`src/rtl/full_adder_bist.sv`:
```
// full_adder_bist: self-test controller that sweeps all 8 full-adder input vectors and checks the responses
//
// Ports:
//   clk            in   clock; all state changes on the rising edge
//   rst            in   asynchronous active-high reset
//   start          in   run request; honoured only in IDLE
//   a/b/carry_in   out  registered stimulus = vector index bits 2/1/0 (0 outside APPLY)
//   sum/carry_out  in   adder response, sampled at the last settle cycle of each vector
//   busy           out  high while vectors are being applied
//   done           out  one-cycle end-of-run pulse
//   pass           out  run result, valid from done until the next accepted start
//   err_count      out  mismatching vectors, saturating at 255
//   fail_seen      out  at least one mismatch this run
//   first_fail_vec out  {a,b,carry_in} of the first mismatch
//
// Parameters: SETTLE_CYCLES (>=1) hold cycles per vector, LOOPS (>=1) sweeps per run.
// Macro FA_BIST_ABORT_ON_FAIL_EN: when defined, the first mismatch ends the run.
module full_adder_bist #(
   parameter int SETTLE_CYCLES = 1,
   parameter int LOOPS         = 1
) (
   input  logic       clk,
   input  logic       rst,
   input  logic       start,
   output logic       a,
   output logic       b,
   output logic       carry_in,
   input  logic       sum,
   input  logic       carry_out,
   output logic       busy,
   output logic       done,
   output logic       pass,
   output logic [7:0] err_count,
   output logic       fail_seen,
   output logic [2:0] first_fail_vec
);
   localparam int SW = SETTLE_CYCLES > 1 ? $clog2(SETTLE_CYCLES) : 1;
   localparam int LW = LOOPS > 1 ? $clog2(LOOPS) : 1;
   typedef enum logic [1:0] {IDLE, APPLY, DONE} state_t;
   state_t        state_q;
   logic [2:0]    idx_q;
   logic [SW-1:0] settle_q;
   logic [LW-1:0] loop_q;
   logic          busy_q, done_q, pass_q, fail_q;
   logic [7:0]    err_q, err_d;
   logic [2:0]    ffv_q, ffv_d;
   logic          cmp, mis, fail_d, abort, finish;
   assign {a, b, carry_in} = idx_q;
   assign busy             = busy_q;
   assign done             = done_q;
   assign pass             = pass_q;
   assign err_count        = err_q;
   assign fail_seen        = fail_q;
   assign first_fail_vec   = ffv_q;
   // The index register doubles as the stimulus register, so the response
   // is checked against exactly the vector currently on the adder inputs.
   always_comb begin
      cmp    = state_q == APPLY && settle_q == SW'(SETTLE_CYCLES - 1);
      mis    = (sum != ^idx_q) ||
               (carry_out != ((idx_q[2] & idx_q[1]) | (idx_q[2] & idx_q[0]) | (idx_q[1] & idx_q[0])));
      err_d  = cmp && mis && err_q != 8'hff ? err_q + 8'd1 : err_q;
      fail_d = fail_q | (cmp & mis);
      ffv_d  = cmp && mis && !fail_q ? idx_q : ffv_q;
`ifdef FA_BIST_ABORT_ON_FAIL_EN
      abort  = mis;
`else
      abort  = 1'b0;
`endif
      finish = cmp && ((idx_q == 3'd7 && loop_q == LW'(LOOPS - 1)) || abort);
   end
   always_ff @(posedge clk or posedge rst) begin
      if (rst) begin
         state_q  <= IDLE;
         idx_q    <= '0;
         settle_q <= '0;
         loop_q   <= '0;
         busy_q   <= 1'b0;
         done_q   <= 1'b0;
         pass_q   <= 1'b0;
         err_q    <= '0;
         fail_q   <= 1'b0;
         ffv_q    <= '0;
      end else begin
         done_q <= 1'b0;
         case (state_q)
            IDLE: if (start) begin
               state_q  <= APPLY;
               busy_q   <= 1'b1;
               idx_q    <= '0;
               settle_q <= '0;
               loop_q   <= '0;
               pass_q   <= 1'b0;
               err_q    <= '0;
               fail_q   <= 1'b0;
               ffv_q    <= '0;
            end
            APPLY: begin
               err_q  <= err_d;
               fail_q <= fail_d;
               ffv_q  <= ffv_d;
               if (!cmp) settle_q <= settle_q + SW'(1);
               else begin
                  settle_q <= '0;
                  if (finish) begin
                     state_q <= DONE;
                     busy_q  <= 1'b0;
                     done_q  <= 1'b1;
                     pass_q  <= !fail_d;
                     idx_q   <= '0;
                  end else begin
                     idx_q  <= idx_q + 3'd1;
                     loop_q <= loop_q + LW'(idx_q == 3'd7);
                  end
               end
            end
            DONE: state_q <= IDLE;
            default: state_q <= IDLE;
         endcase
      end
   end
endmodule

```
`config.mk`:
```
export PLATFORM = sky130hd
export DESIGN_NAME = full_adder_bist
export DESIGN_NICKNAME = d
export VERILOG_FILES = /design/src/rtl/full_adder_bist.sv
export SDC_FILE = /design/constraint.sdc
export NUM_CORES = 1
export LEC_CHECK = 0
export ABC_AREA = 1
export BUFFER_PORTS_ARGS = -buffer_cell sky130_fd_sc_hd__buf_2
export CORE_ASPECT_RATIO = 2
export CORE_MARGIN = 2
export CORE_UTILIZATION = 40
export DETAILED_ROUTE_END_ITERATION = 8
export PLACE_DENSITY_LB_ADDON = 0.1
export SETUP_SLACK_MARGIN = 0.02
export SLEW_MARGIN = 0
export SYNTH_ARGS = -nofsm -noshare
export SYNTH_HDL_FRONTEND = slang
export SYNTH_SLANG_ARGS = --single-unit
```
`constraint.sdc`:
```
create_clock -name clk -period 3.6 [get_ports clk]
set_input_delay 0.72 -clock clk [delete_from_list [all_inputs] [get_ports clk]]
set_output_delay 0.72 -clock clk [all_outputs]
set_load 0.05 [all_outputs]
```
* After elaboration in Yosys (flattened, before gate mapping)
Index checks and enable logic that the tools add are counted.
** Word-level totals
- Bits in registers :: 22
- Output and inout port bits :: 18
- Word-level logic and storage cells :: 83
** Cells by class
- $add $sub $neg :: 4
- Equality and inequality tests :: 11
- Muxes and demuxes :: 30
- Bitwise gates (word level) :: 9
- Reductions and logical operators :: 19
** Operator list (count)
- $mux W8 :: 2
- $pmux W8 S2 :: 1
- $mux W1 :: 12
- $mux W3 :: 4
- $pmux W3 S2 :: 2
- $reduce_and A3 Y1 :: 4
- $pmux W1 S2 :: 5
- $add A8 B1 Y8 const B :: 1
- $ne A2 B2 Y1 const B :: 4
- $ne A8 B8 Y1 const B :: 1
- $reduce_and A4 Y1 :: 2
- $logic_and A1 B1 Y1 :: 6
- $mux W2 :: 3
- $and A1 B1 Y1 :: 4
- $ne A2 B1 Y1 const B :: 2
- $pmux W2 S2 :: 1
- $add A3 B1 Y3 const B :: 1
- $eq A3 B3 Y1 const B :: 1
- $or A1 B1 Y1 :: 3
- $reduce_xor A3 Y1 :: 1
- $eq A2 B1 Y1 const B :: 1
- $logic_not A1 Y1 :: 2
- $logic_not A2 Y1 :: 1
- $ne A1 B1 Y1 :: 2
- other kinds (6) :: 7

* Depth between registers and ports, before layout
- Depth after elaboration :: 11
- Gate-level depth with buffers :: 11
- Gate-level depth less buffers :: 11

* Least setup slack after synthesis
Ideal clock, no wire load.
- Path kind :: flip-flop to flip-flop
- From :: register idx_q[2]
- To :: register ffv_q[0], in the netlist first_fail_vec[0]
- Setup time :: 0.119 ns
- Arrival :: 1.914 ns
- Required time :: 3.481 ns
- Setup slack :: 1.567 ns
- Cell stages (with the launch flop) :: 12
- Cells stage by stage :: dfrtp_1 inv_1 fa_1 inv_1 nand2_1 nand2_1 nand2_1 nand2_1 nand2_1 nand2_1 nand2_1 nand2_1
** Between the ends
- Longest elaborated chain between the ends :: 9
- Elaborated cells on any way between the ends :: 12
- Classes of those cells :: eq/ne: 3; bitwise: 4; reduce/logical: 5
** Ends and longest elaborated chain
- start, declared :: line 41 : logic [2:0] idx_q;
- start signal, assigned :: line 111 : idx_q <= idx_q + 3'd1;
- $and A1 B1 Y1 :: line 60 : (carry_out != ((idx_q[2] & idx_q[1]) | (idx_q[2] & idx_q[0]) | (idx_q[1] & idx_q[0])));
- $or A1 B1 Y1 (2 in series) :: line 60
- $ne A1 B1 Y1 :: line 60
- $logic_or A1 B1 Y1 * :: line 59 : mis = (sum != ^idx_q) ||
- $logic_and A1 B1 Y1 * (2 in series) :: line 63 : ffv_d = cmp && mis && !fail_q ? idx_q : ffv_q;
- $ne A2 B1 Y1 (no source line) *
- $reduce_and A3 Y1 (no source line) *
- end signal, assigned :: line 100 : ffv_q <= ffv_d;
- end, declared :: line 46 : logic [2:0] ffv_q, ffv_d;
Every way passes the cells marked *; elsewhere a longest branch is shown, timed or not.
A chain may end at the register's enable or synchronous reset.

* Final worst setup path
- From :: register idx_q[2]
- To :: register err_q[7], in the netlist err_count[7]
** Between the ends
- Longest elaborated chain between the ends :: 9
- Elaborated cells on any way between the ends :: 12
- Classes of those cells :: eq/ne: 3; bitwise: 4; reduce/logical: 5
** Ends and longest elaborated chain
- $and A1 B1 Y1 :: line 60
- $or A1 B1 Y1 (2 in series) :: line 60
- $ne A1 B1 Y1 :: line 60
- $logic_or A1 B1 Y1 * :: line 59
- $logic_and A1 B1 Y1 * (2 in series) :: line 61 : err_d = cmp && mis && err_q != 8'hff ? err_q + 8'd1 : err_q;
- $ne A2 B1 Y1 (no source line) *
- $reduce_and A3 Y1 (no source line) *
- end signal, assigned :: line 98 : err_q <= err_d;
- end, declared :: line 45 : logic [7:0] err_q, err_d;
Marks and branches as above.

==> metrics list <==
- Buffers inserted during post-CTS setup optimization: 0
- Number of vias after detailed routing: 1087
* Count of endpoints failing hold in the final timing report: 0
* Count of unique library cells instantiated by Yosys: 19
* Worst setup slack before clock tree synthesis: 1.77 ns
- The library cells used most frequently in the layout, excluding fill and tap cells, are sky130_fd_sc_hd__nand2_1, sky130_fd_sc_hd__inv_1, sky130_fd_sc_hd__dfrtp_1, sky130_fd_sc_hd__buf_2.
- Share of layout cells above drive strength 1: 16.0%
- Net total in the final layout: 199
- Number of antenna violations at the first check in global routing: 0
* Global-route wire length before repair: 4.79 mm
- For this configuration, the core starts out at a cell density of 41.8%.
* Number of synthesized register bits: 22
* Worst path max stage delay: 0.55 ns
- The top cell type by area accounts for 44.7% of the synthesized area.
* Drt first pass iters: 4
* Syn. warnings: 0
* CTS tree: yes
* Post-route DRC violation count: 0
- Of the available clock period, the critical path in the final layout requires 51.1%.
- STA puts the critical path data arrival time at 2.04 ns.
- For the pin with the worst max-slew slack, the measured transition is 0.823 ns.
* Critical Path RT: 3.80 ns
* Overall die height: 82.5 um
- The run finished with clean final reports.
- Across the run, the number of max-cap violations was 0.
- For this design the ratio of total power to cell area is 901 nW/um^2.
- Clock edge transition at the registers on the reported setup and hold paths: 0.08 ns
* Sequence of cells on the critical path: inv_1 > fa_1 > inv_1 > nand2_1 > nand2_1 > nand2_1 > nand3_2 > nand2_1 > nand2_1 > nand2_1
- The floorplan step defined a die boundary enclosing 3560 sq um.
* Bufs on Longest Clock Path: 2
- Iter 0 DRT Violations: 16
- The number of nets in the synthesized netlist is 175.
* Mean cell area of the mapped netlist: 7.46 sq um
- Of all nets on the critical path, the largest fanout is 11.
- The setup path with the least slack is of type reg -> reg.
- TritonCTS created 3 clock buffers.
* Critical Path Slowest Stage Cell: sky130_fd_sc_hd__fa_1
* Std-Cell Core Area: 2940 sq um
* Area of the mapped netlist: 1230 sq um
- The worst setup path is captured at a register.
* Remaining max-slew budget at the tightest pin: 45.1%
- I/O pin total: 23
- Worst setup slack after layout: 1.76 ns
- CP startpoint kind: register
- Leak pwr: 0.784 nW
- Relative to the synthesized area, the layout overhead comes to 13.1%.
* Ratio of routed vias to standard cells: 5.01
- Adding up every negative setup slack in the final design gives 0 ns.
* Hold path cells: 2
* Top area cells in the synthesized netlist: sky130_fd_sc_hd__dfrtp_1, sky130_fd_sc_hd__nand2_1, sky130_fd_sc_hd__nand3_1
- The later pin in the worst-skew pair is clocked with a latency of 0.26 ns.
* Width of the die: 43.2 um
* Cts repair resizes: 0
* Remaining Overflow, GRT: 0
- For this run, the top clock speed supported by timing is 543 MHz.
- Vias in the first global route: 1142
- Final count of pins violating max slew: 0
- Worst setup skew after layout: 0.00893 ns
- Sequential cells were found to cover 44.7% of the synthesized design area.
- Among the stages of the critical path, the cell type that occurs most often is sky130_fd_sc_hd__nand2_1.
- Global-route usage over all layers: 18.0%
- Post-detailed-routing wire length: 2.69 mm
* Row count: 28
- The tree is rooted in a sky130_fd_sc_hd__clkbuf_8.
* Antenna violation net count after detailed routing: 0
* Average routed wire per standard cell: 12.4 um
* Worst min-delay path category: reg -> reg
- Setup repair after global routing left no endpoint under its margin.
- Port buffering added 22 buffers.
- Leaving out fill and tap cells, the most frequent cell in the layout is sky130_fd_sc_hd__nand2_1.
- The clock net in this run drives a total of 22 sinks.
- Total half-perimeter wirelength after legalization and detailed placement: 2.14 mm
* Mapped Cells: 165
- Final RePlAce weighted congestion: 0.799
* Final setup vio count: 0
- Post-synth top area cell: sky130_fd_sc_hd__dfrtp_1
- Fin crit period: 1.84 ns
- Number of buffers added to fix hold violations after cts: 0
- In this run the number of H-tree levels came out at 1.
- R2R cell count: 10
* Largest net degree at the start of global routing: 23
- Total inserted antenna cells: 0
- Worst voltage drop across the vdd grid: 0.000572 V
worst paths after layout:
| path | from | slack [ns] | endpoint |
|---|---|---|---|
| max | idx_q[2] | 1.76 | err_count[7] |
| min in group asynchronous | rst | 0.61 | err_count[5] |
| min reg2reg | first_fail_vec[2] | 0.47 | first_fail_vec[2] |
| min | first_fail_vec[2] | 0.47 | first_fail_vec[2] |
| max reg2reg | idx_q[2] | 1.76 | err_count[7] |
| max in group asynchronous | rst | 2.48 | err_count[6] |
worst max-delay path, delay by kind of cell (launching register included):
| kind | cells | cell delay [ns] |
|---|---|---|
| adders and majority gates | 1 | 0.55 |
| and+or+nand+nor | 7 | 0.71 |
| DFF | 1 | 0.37 |
| buffers and inverters | 2 | 0.13 |
sequential cells by signal, indices dropped and copies added, names as in the netlist:
register / flops
loop_q: 1
settle_q: 1
first_fail_vec: 3
done: 1
state_q: 2
err_count: 8
busy: 1
fail_seen: 1
pass: 1
idx_q: 3
routing by layer:
metal	wire length, um	part of all wire [%]	global-route usage [%]	vias up
li1	-	-	-	555
met1	1030	38	17.4	510
met2	1540	57	36.3	17
met3	62	2.3	1.30	5
met4	46	1.7	8.48	0
met5	0	0	0	-
report_power, final:
| group | internal, mW | switching, mW | leakage, nW |
|---|---|---|---|
| logic | 0.182 | 0.530 | 0.480 |
| registers | 0.324 | 0.0679 | 0.283 |
| clock network | 0.0747 | 0.0757 | 0.0216 |
| total | 0.581 | 0.674 | 0.784 |
cells by family (layout without fill, tap and decap cells):
family / Yosys count / in the layout / share of synthesized area [%]
buf+inv: 26 / 48 / 9.25
xor+xnor: 1 / 1 / 0.712
compound gates: 11 / 11 / 4.88
simple gates: 100 / 100 / 34.8
flops: 22 / 22 / 44.7
fa+ha+maj: 5 / 5 / 5.69
cell usage after synthesis:
master / instances
sky130_fd_sc_hd__o21bai_1: 1
sky130_fd_sc_hd__fa_1: 1
sky130_fd_sc_hd__ha_1: 4
sky130_fd_sc_hd__nand3_1: 19
sky130_fd_sc_hd__inv_1: 22
sky130_fd_sc_hd__nand3_2: 1
sky130_fd_sc_hd__dfrtp_1: 22
sky130_fd_sc_hd__a22oi_1: 1
sky130_fd_sc_hd__nor2_2: 2
sky130_fd_sc_hd__nor3b_1: 1
sky130_fd_sc_hd__nand3_4: 1
sky130_fd_sc_hd__buf_2: 1
sky130_fd_sc_hd__xnor2_1: 1
sky130_fd_sc_hd__buf_6: 2
sky130_fd_sc_hd__nand2_1: 57
sky130_fd_sc_hd__inv_2: 1
sky130_fd_sc_hd__o21ai_0: 8
sky130_fd_sc_hd__a21oi_1: 1
sky130_fd_sc_hd__nor2_1: 19
cell type report:
type	instances	area [sq um]
clock buffers	3	41.3
repair buffers	22	110
multi-input cells	117	567
fillers	319	1550
well taps	30	37.5
inverters	23	86.3
flip-flops and latches	22	551
stage by stage:
| stage | utilization [%] | power, mW | hold WS [ns] | instance area [sq um] | instances |
|---|---|---|---|---|---|
| after floorplan | - | 0.979 | 0.441 | 1230 | 165 |
| after global placement | 45.9 | 1.11 | 0.453 | 1350 | 214 |
| after detailed placement | 45.9 | 1.12 | 0.454 | 1350 | 214 |
| after CTS | 47.3 | 1.27 | 0.472 | 1390 | 217 |
| after global routing | 47.3 | 1.38 | 0.498 | 1390 | 217 |
| final | 47.3 | 1.25 | 0.467 | 1390 | 217 |
Note: power is estimated with default switching activity, not from simulation.
